File: config.mk
export PLATFORM = sky130hd
export DESIGN_NAME = pdl_ctl
export DESIGN_NICKNAME = d
export VERILOG_FILES = /design/src/rtl/pdl_ctl.sv
export SDC_FILE = /design/constraint.sdc
export NUM_CORES = 1
export LEC_CHECK = 0
export ABC_AREA = 1
export CORE_UTILIZATION = 43
export CTS_CLUSTER_SIZE = 20
export DETAILED_ROUTE_END_ITERATION = 7
export MAX_ROUTING_LAYER = met4
export PLACE_DENSITY_LB_ADDON = 0.2
export SLEW_MARGIN = 20
export SYNTH_ARGS = -nofsm -noshare
export SYNTH_HDL_FRONTEND = slang
export SYNTH_SLANG_ARGS = --single-unit
File: constraint.sdc
create_clock -name clk -period 3 [get_ports clk]
set_input_delay 0.45 -clock clk [delete_from_list [all_inputs] [get_ports clk]]
set_output_delay 0.45 -clock clk [all_outputs]
set_load 0.005 [all_outputs]
File: src/rtl/pdl_ctl.sv
// CADR PDL buffer sequencer: pointer/index, one-entry posted write buffer with read
// bypass, and microcode/debug arbitration of the single synchronous PDL RAM port.
// Optional: define PDL_BOUNDS_TRAP_EN for the sticky pointer-wrap error flag pdl_err.
module pdl_ctl #(
  parameter int ADDR_W = 10,
  parameter int DATA_W = 32
) (
  input  logic              clk,
  input  logic              reset_n,
  input  logic              step,
  input  logic              srcpdltop,
  input  logic              srcpdlpop,
  input  logic              srcpdlidx,
  input  logic              srcpdlptr,
  input  logic              destpdltop,
  input  logic              destpdl_p,
  input  logic              destpdl_x,
  input  logic              destpdlp,
  input  logic              destpdlx,
  input  logic [DATA_W-1:0] ob,
  output logic [ADDR_W-1:0] pdl_addr,
  output logic              pdl_we,
  output logic [DATA_W-1:0] pdl_wdata,
  input  logic [DATA_W-1:0] pdl_rdata,
  output logic [DATA_W-1:0] pdl_q,
  output logic [ADDR_W-1:0] pdlptr,
  output logic [ADDR_W-1:0] pdlidx,
  output logic              stall,
  input  logic              dbg_req,
  input  logic              dbg_we,
  input  logic [ADDR_W-1:0] dbg_addr,
  input  logic [DATA_W-1:0] dbg_wdata,
  output logic              dbg_ack,
  output logic [DATA_W-1:0] dbg_rdata,
  output logic              pdl_err
);

  typedef enum logic [1:0] {ST_IDLE, ST_DBG, ST_ACK} dbg_state_e;
  typedef enum logic [1:0] {Q_NONE, Q_HOLD, Q_RAM} q_sel_e;

  dbg_state_e        r_state;
  q_sel_e            r_q_sel;
  logic [DATA_W-1:0] r_q_hold;
  logic [ADDR_W-1:0] r_ptr;
  logic [ADDR_W-1:0] r_idx;
  logic              r_wb_valid;
  logic [ADDR_W-1:0] r_wb_addr;
  logic [DATA_W-1:0] r_wb_data;
  logic              r_ack;

  logic              w_src_rd;
  logic              w_dest_data;
  logic              w_stall;
  logic              w_exec;
  logic              w_rd;
  logic              w_drain;
  logic              w_hit;
  logic              w_dbg_kill;
  logic              w_push_only;
  logic              w_pop_only;
  logic [ADDR_W-1:0] w_rd_addr;
  logic [ADDR_W-1:0] w_wr_addr;
  logic [ADDR_W-1:0] w_ptr_next;

  assign w_src_rd    = srcpdltop | srcpdlpop;
  assign w_dest_data = destpdltop | destpdl_p | destpdl_x;
  assign w_push_only = destpdl_p & ~srcpdlpop;
  assign w_pop_only  = srcpdlpop & ~destpdl_p;

  // A new data destination cannot be accepted while the previous one is still posted.
  assign w_stall   = step & ((r_state == ST_DBG) | (w_dest_data & r_wb_valid));
  assign w_exec    = step & ~w_stall;
  assign w_rd      = w_exec & w_src_rd;
  assign w_drain   = r_wb_valid & (r_state != ST_DBG) & ~w_rd;
  assign w_rd_addr = srcpdlpop ? r_ptr : r_idx;
  assign w_hit     = r_wb_valid & (r_wb_addr == w_rd_addr);
  assign w_dbg_kill = (r_state == ST_DBG) & dbg_we & r_wb_valid & (dbg_addr == r_wb_addr);

  // NOTE: every always_comb output gets a default first so no latch is inferred.
  always_comb begin
    w_ptr_next = r_ptr;
    if (destpdlp)         w_ptr_next = ob[ADDR_W-1:0];
    else if (w_push_only) w_ptr_next = r_ptr + ADDR_W'(1);
    else if (w_pop_only)  w_ptr_next = r_ptr - ADDR_W'(1);
  end

  always_comb begin
    w_wr_addr = r_ptr;
    if (destpdl_x)        w_wr_addr = r_idx;
    else if (w_push_only) w_wr_addr = r_ptr + ADDR_W'(1);
  end

  always_comb begin
    pdl_addr  = '0;
    pdl_we    = 1'b0;
    pdl_wdata = '0;
    if (r_state == ST_DBG) begin
      pdl_addr  = dbg_addr;
      pdl_we    = dbg_we;
      pdl_wdata = dbg_wdata;
    end else if (w_drain) begin
      pdl_addr  = r_wb_addr;
      pdl_we    = 1'b1;
      pdl_wdata = r_wb_data;
    end else if (w_rd) begin
      pdl_addr  = w_rd_addr;
    end
  end

  // NOTE: sequential state uses non-blocking assignments only, so every register
  // samples pre-edge values regardless of statement order.
  always_ff @(posedge clk or negedge reset_n) begin
    if (!reset_n) begin
      r_state    <= ST_IDLE;
      r_q_sel    <= Q_NONE;
      r_q_hold   <= '0;
      r_ptr      <= '0;
      r_idx      <= '0;
      r_wb_valid <= 1'b0;
      r_wb_addr  <= '0;
      r_wb_data  <= '0;
      r_ack      <= 1'b0;
    end else begin
      if (w_exec) begin
        r_ptr <= w_ptr_next;
        if (destpdlx) r_idx <= ob[ADDR_W-1:0];
      end

      if (w_exec && w_dest_data) begin
        r_wb_valid <= 1'b1;
        r_wb_addr  <= w_wr_addr;
        r_wb_data  <= ob;
      end else if (w_drain || w_dbg_kill) begin
        r_wb_valid <= 1'b0;
      end

      r_q_sel  <= Q_NONE;
      r_q_hold <= '0;
      if (w_exec) begin
        if (srcpdlptr) begin
          r_q_sel  <= Q_HOLD;
          r_q_hold <= DATA_W'(r_ptr);
        end else if (srcpdlidx) begin
          r_q_sel  <= Q_HOLD;
          r_q_hold <= DATA_W'(r_idx);
        end else if (w_src_rd) begin
          if (w_hit) begin
            r_q_sel  <= Q_HOLD;
            r_q_hold <= r_wb_data;
          end else begin
            r_q_sel  <= Q_RAM;
          end
        end
      end

      r_ack <= 1'b0;
      case (r_state)
        ST_IDLE: if (dbg_req && !step && !r_wb_valid) r_state <= ST_DBG;
        ST_DBG: begin
          r_state <= ST_ACK;
          r_ack   <= 1'b1;
        end
        ST_ACK:  if (!dbg_req) r_state <= ST_IDLE;
        default: r_state <= ST_IDLE;
      endcase
    end
  end

  assign pdl_q     = (r_q_sel == Q_RAM) ? pdl_rdata : r_q_hold;
  assign pdlptr    = r_ptr;
  assign pdlidx    = r_idx;
  assign stall     = w_stall;
  assign dbg_ack   = r_ack;
  assign dbg_rdata = r_ack ? pdl_rdata : '0;

`ifdef PDL_BOUNDS_TRAP_EN
  logic r_err;

  always_ff @(posedge clk or negedge reset_n) begin
    if (!reset_n) begin
      r_err <= 1'b0;
    end else if (w_exec) begin
      if (destpdlp) r_err <= 1'b0;
      else if ((w_push_only && (&r_ptr)) || (w_pop_only && (r_ptr == '0))) r_err <= 1'b1;
    end
  end

  assign pdl_err = r_err;
`else
  assign pdl_err = 1'b0;
`endif

endmodule

==> flow_metrics.env, run 1 <==
export IMPL_outcome="finished, final reports clean"
export IMPL_first_pass_iters=5
export IMPL_hold_viol_final=0
export IMPL_antenna_found_initial=0
export IMPL_ys_ff_latch=100
export IMPL_fin_nets=1211
export IMPL_die_area_mm2=0.0153
export IMPL_path_buf_inv=5
export IMPL_hold_slack_ps=99.6
export IMPL_route_detailed_drc=0
export IMPL_rr_worst_depth=9
export IMPL_cap_viol_max_count=0
export IMPL_cpMaxStageDelayCell="clkdlybuf4s50_1"
export IMPL_avgSynthCellArea_um2=7.49
export IMPL_vdd_drop_max_uv=425
export IMPL_grt_pass1_wl_um=33700
export IMPL_yosysTopAreaCell="dfrtp_1"
export IMPL_finalCritPeriodShare=0.980
export IMPL_die_width_um=124
export IMPL_grt_usage=0.307
export IMPL_yosys_warnings=0
export IMPL_maxClockFrequency_mhz=340
export IMPL_ys_seq_area_frac=0.392
export IMPL_r2r_start="r_state[1]$_DFFE_PN0P_"
export IMPL_gp_congestion=0.985
export IMPL_cts_hold_buffers=0
export IMPL_core_area_mm2=0.0145
export IMPL_r2r_end="r_wb_data[24]$_DFFE_PN0P_"
export IMPL_finalSetupTns_ps=0
export IMPL_gr_total_overflow=0
export IMPL_required_ps=2550
export IMPL_critPathArrivalTime_ps=2490
export IMPL_drt_iter0_drc=571
export IMPL_ant_nets=0
export IMPL_area_delta_synth_final_pct=47.4
export IMPL_path_cells="clkdlybuf4s50_1, inv_1, nand2_2, a21oi_4, nand2_4, o21ai_4, buf_4, buf_12, o21ai_0, clkdlybuf4s50_1"
export IMPL_end_kind="primary output"
export IMPL_pwr_share_comb=0.516
export IMPL_final_setup_skew_ps=10.6
export IMPL_synth_ff_type="dfrtp_1"
export IMPL_synthArstFlopShare=1.00
export IMPL_cts_tree="built"
export IMPL_cts_buffers=9
export IMPL_pre_cts_ws_ps=-41.2
export IMPL_avgRoutedWirePerCell_um=17.8
export IMPL_p_int_w=0.00430
export IMPL_critPathTopFamily="buffers and inverters"
export IMPL_critPathLaunchType="primary input"
export IMPL_crit_fanout=20
export IMPL_period_minus_slack_ps=2940
export IMPL_finalSetupViolations=0
export IMPL_switching_share=0.409
export IMPL_synth_top_area_frac=0.392
export IMPL_p_leak_nw=4.40
export IMPL_drv_slew=0
export IMPL_viasPerCell=5.25
export IMPL_layout_setup_ws_ps=61.4
export IMPL_ys_top_cells_by_count="nand2_1, inv_1, o21ai_0"
export IMPL_worst_slew_pin_slew_ps=625
export IMPL_synth_distinct_cells=37
export IMPL_critPathMaxStageDelay_ps=540
export IMPL_vias=6713
export IMPL_clk_pin_slew_worst_paths_ps=70
export IMPL_ys_top_cells_by_area="dfrtp_1, nand2_1, o21ai_0"
export IMPL_p_sw_w=0.00298
export IMPL_synth_edf_count=0
export IMPL_seqPwrFrac=0.307
export IMPL_die_h_um=124
export IMPL_syn_nets=974
export IMPL_htreeDepth=3
export IMPL_synth_area_mm2=0.00638
export IMPL_start_util=0.439
export IMPL_synthCells=852
export IMPL_crit_top_cell="clkdlybuf4s50_1"
export IMPL_cts_root_buf="clkbuf_16"
export IMPL_ios=250
export IMPL_reg2reg_setup_slack_ps=710
export IMPL_cts_sinks=100
export IMPL_grt_max_degree=56
export IMPL_wirelength_um=22800
export IMPL_post_dp_hpwl_um=17600
export IMPL_path_class="in2out"
export IMPL_grt_pass1_vias=6091
export IMPL_io_buffers=248
export IMPL_clockBufferDepth=2
export IMPL_rows=44
export IMPL_p_clk_frac=0.178
export IMPL_power_density_mw_per_mm2=773
export IMPL_hold_class="in2async"
export IMPL_clk_latency_ps=360
export IMPL_slew_headroom=0.583
export IMPL_diodes=0
export IMPL_drive_above_1_share=0.117
export IMPL_yosysMostFrequentCell="nand2_1"
-- per-stage QoR --
stage               total power, W  cells   util  instance area, µm²
floorplan                  0.00396    852      -                6380
global placement           0.00590   1258  0.622                9040
detailed placement         0.00593   1258  0.622                9040
CTS                        0.00726   1276  0.646                9390
global route               0.00777   1278  0.648                9410
finish                     0.00727   1278  0.648                9410
-- routing by layer --
| metal | vias to the layer above | global-route usage | part of all wire |
|---|---|---|---|
| met1 | 3147 | 0.366 | 0.40 |
| met5 | - | - | 0 |
| li1 | 3225 | - | - |
| met3 | 59 | 0.0421 | 0.066 |
| met2 | 282 | 0.511 | 0.50 |
| met4 | 0 | 0.148 | 0.039 |
-- how the worst max path moves through the flow --
| stage | end | cells past startpoint | startpoint | slack [ps] |
|---|---|---|---|---|
| after floorplan | pdl_wdata[10] | 8 | destpdl_x | 1010 |
| after global placement | pdl_addr[0] | 9 | destpdl_x | -30 |
| after detailed placement | pdl_addr[0] | 9 | destpdl_x | -40 |
| after CTS | pdl_wdata[27] | 9 | destpdl_x | 30 |
| after global routing | pdl_wdata[24] | 10 | destpdl_p | -0.02 |
| final | pdl_wdata[18] | 10 | destpdl_p | 60 |
-- kinds of logic (layout without fill, tap and decap cells) --
kind of cell               count (synthesis)  after routing  share of synthesized area
buffers and inverters                    176            418                      0.120
DFF                                      100            100                      0.392
AOI/OAI and AO/OA                        189            189                      0.160
muxes                                     32             32                     0.0564
other                                      1              1                   0.000587
adders and majority gates                  2              2                    0.00392
and+or+nand+nor                          341            341                      0.252
xor gates and xnor gates                  11             11                     0.0151
-- placed cells by master (no fill, tap or decap), drive strengths merged --
cell / n
clkdlybuf4s50: 245
nand2: 220
o21ai: 127
inv: 126
dfrtp: 100
a21oi: 41
nand3: 40
nor2: 38
mux2: 32
buf: 30
nor3: 26
nand4: 13
o211ai: 12
xor2: 11
clkbuf: 9
a22oi: 5
clkinv: 4
o221ai: 3
nor4: 2
ha: 2
bufinv: 2
dlymetal6s2s: 2
nor3b: 1
nand3b: 1
o22ai: 1
conb: 1
-- power groups by stage --
stage | registers [W] | clock network [W] | logic [W]
4_1_cts | 0.00222 | 0.00131 | 0.00373
3_5_place_dp | 0.00224 | 0 | 0.00368
3_3_place_gp | 0.00224 | 0 | 0.00366
2_1_floorplan | 0.00208 | 0 | 0.00188
6_report | 0.00223 | 0.00129 | 0.00375
5_1_grt | 0.00227 | 0.00136 | 0.00414
-- state kept, by name, summed over array words and instances (netlist names) --
| name | cells |
|---|---|
| r_wb_data | 32 |
| r_wb_addr | 10 |
| dbg_ack | 1 |
| r_state | 2 |
| r_wb_valid | 1 |
| r_q_sel | 2 |
| pdlptr | 10 |
| r_q_hold | 32 |
| pdlidx | 10 |
-- final cells by class --
cell class	count	area (µm²)
fill	1286	5120
multi-input combinational	576	3120
timing repair buffer	277	2770
sequential	100	2500
inverter	125	473
tap	184	230
clock buffer	9	225
clock inverter	7	98.8
-- timing repair --
item | 4_1_cts | 5_1_grt
pin swaps | 1 | 1
cloned | 0 | 0
setup buffers | 2 | 2
endpoints found under the setup margin | 1 | 33
gates resized for setup | 0 | 2
(Power assumes the default switching activity.)
==> run 2: changes to the inputs <==
--- a/config.mk
+++ b/config.mk
@@ -11,7 +11,6 @@
 export DETAILED_ROUTE_END_ITERATION = 7
 export MAX_ROUTING_LAYER = met4
 export PLACE_DENSITY_LB_ADDON = 0.2
-export SLEW_MARGIN = 20
 export SYNTH_ARGS = -nofsm -noshare
 export SYNTH_HDL_FRONTEND = slang
 export SYNTH_SLANG_ARGS = --single-unit
==> results of run 2 <==
No change in the layout: final DEF, timing and power equal those of run 1.
==> run 3: changes to the inputs <==
==> constraint.sdc (replaced) <==
create_clock -name clk -period 3.5 [get_ports clk]
set_input_delay 0.525 -clock clk [delete_from_list [all_inputs] [get_ports clk]]
set_output_delay 0.525 -clock clk [all_outputs]
set_load 0.005 [all_outputs]
==> run 3 against run 2 <==
Effect of this change: worst setup slack improved by 260 ps; worst hold slack improved by 130 ps; largest power group unchanged; sequential share of layout area increased by 0.48 points; largest cell class unchanged; count of clock-buffer cells in the layout grew 3; via count fell by 3.0%; critical path type unchanged; sequential power down 12%; cell count down 0.86%.
==> flow_metrics.env, run 3 (synthesized netlist as in run 1, its figures left out) <==
export IMPL_drv_slew=0
export IMPL_ant_nets=0
export IMPL_dp_cells=1252
export IMPL_route_detailed_drc=0
export IMPL_htreeDepth=3
export IMPL_critPathArrivalTime_ps=2660
export IMPL_crit_fanout=21
export IMPL_vdd_drop_max_uv=343
export IMPL_finalSetupViolations=0
export IMPL_ios=250
export IMPL_slew_headroom=0.514
export IMPL_gr_total_overflow=0
export IMPL_cts_buffers=9
export IMPL_rr_worst_depth=9
export IMPL_cap_viol_max_count=0
export IMPL_power_density_mw_per_mm2=643
export IMPL_postLayoutCoreUtil=0.636
export IMPL_grt_max_degree=56
export IMPL_final_setup_skew_ps=7.62
export IMPL_layout_commonest_cell="clkdlybuf4s50_1"
export IMPL_grt_usage=0.295
export IMPL_clk_latency_ps=350
export IMPL_rsz0062_at_grt="no"
export IMPL_wirelength_um=22100
export IMPL_fin_nets=1201
export IMPL_hold_class="in2async"
export IMPL_die_h_um=124
export IMPL_vias=6512
export IMPL_io_buffers=248
export IMPL_grt_pass1_wl_um=32600
export IMPL_drt_iter0_drc=560
export IMPL_hold_viol_final=0
export IMPL_clockBufferDepth=2
export IMPL_die_width_um=124
export IMPL_post_dp_hpwl_um=17100
export IMPL_required_ps=2970
export IMPL_drive_above_1_share=0.108
export IMPL_core_area_mm2=0.0145
export IMPL_viasPerCell=5.14
export IMPL_diodes=0
export IMPL_first_pass_iters=7
export IMPL_avgRoutedWirePerCell_um=17.5
export IMPL_path_class="in2out"
export IMPL_post_cts_resized=0
export IMPL_maxClockFrequency_mhz=314
export IMPL_critPathLaunchType="primary input"
export IMPL_grt_pass1_vias=5973
export IMPL_area_delta_synth_final_pct=44.8
export IMPL_end_kind="primary output"
export IMPL_post_cts_setup_buffers=0
export IMPL_finalSetupTns_ps=0
export IMPL_antenna_found_initial=0
export IMPL_cts_hold_buffers=0
export IMPL_die_area_mm2=0.0153
export IMPL_layoutNonFillerInstCount=1267
export IMPL_cts_sinks=100
export IMPL_rows=44
export IMPL_outcome="finished, final reports clean"
export IMPL_cts_root_buf="clkbuf_16"
export IMPL_worst_slew_pin_slew_ps=730
export IMPL_total_power_w=0.00594
export IMPL_gp_congestion=0.952
export IMPL_hold_slack_ps=234
export IMPL_start_util=0.439
export IMPL_final_cell_mix="clkdlybuf4s50_1, nand2_1, inv_1, o21ai_0, dfrtp_1"
export IMPL_finalCritPeriodShare=0.909
export IMPL_clk_pin_slew_worst_paths_ps=70
export IMPL_p_leak_nw=4.29
export IMPL_period_minus_slack_ps=3180
export IMPL_cts_tree="built"
export IMPL_top_regs="r_q_hold (32), r_wb_data (32)"
-- run 3: power by group --
| group | leakage, nW | switching, W | total (W) | internal, W |
|---|---|---|---|---|
| Clock | 0.141 | 0.000432 | 0.000969 | 0.000537 |
| Sequential | 1.29 | 0.000424 | 0.00196 | 0.00153 |
| Combinational | 2.86 | 0.00160 | 0.00301 | 0.00141 |
| Total | 4.29 | 0.00246 | 0.00594 | 0.00348 |
-- run 3: through the flow --
| step | setup slack (ps) | area, µm² |
|---|---|---|
| after floorplan | 1360 | 6380 |
| after global placement | 311 | 8960 |
| after detailed placement | 316 | 8960 |
| after CTS | 313 | 9250 |
| after global routing | 236 | 9250 |
| final | 317 | 9250 |
-- run 3: layer usage --
| layer | wire, µm | GRT usage | vias to the layer above |
|---|---|---|---|
| met5 | 0 | - | - |
| met2 | 10800 | 0.488 | 285 |
| met3 | 1510 | 0.0426 | 38 |
| met1 | 9180 | 0.361 | 2983 |
| li1 | - | - | 3206 |
| met4 | 641 | 0.120 | 0 |
-- run 3: path summary, 6_finish.rpt --
kind,from,end,slack [ps]
worst min register to register,r_state[0]$_DFFE_PN0P_,r_state[0]$_DFFE_PN0P_,430
max in group asynchronous,reset_n,r_q_hold[0]$_DFF_PN0_,2440
worst max register to register,r_state[1]$_DFFE_PN0P_,r_wb_data[20]$_DFFE_PN0P_,1150
worst min-delay path,reset_n,pdlidx[7]$_DFFE_PN0P_,230
min in group clk,r_state[0]$_DFFE_PN0P_,r_state[0]$_DFFE_PN0P_,430
worst max-delay path,destpdl_x,pdl_addr[0],320
-- run 3: cell type report --
type	count	area, µm²
inverter	125	473
multi-input combinational	576	3120
fill	1290	5290
clock inverter	3	21.3
tap	184	230
sequential	100	2500
clock buffer	12	267
timing repair buffer	267	2640
-- run 3: worst max-delay path, cell delays in order --
cell	delay (ps)
clkdlybuf4s50_1	500
nor2_4	140
nand2_2	90
a21oi_4	170
nand2_4	110
o21ai_4	200
buf_4	270
o21ai_0	160
clkdlybuf4s50_1	480
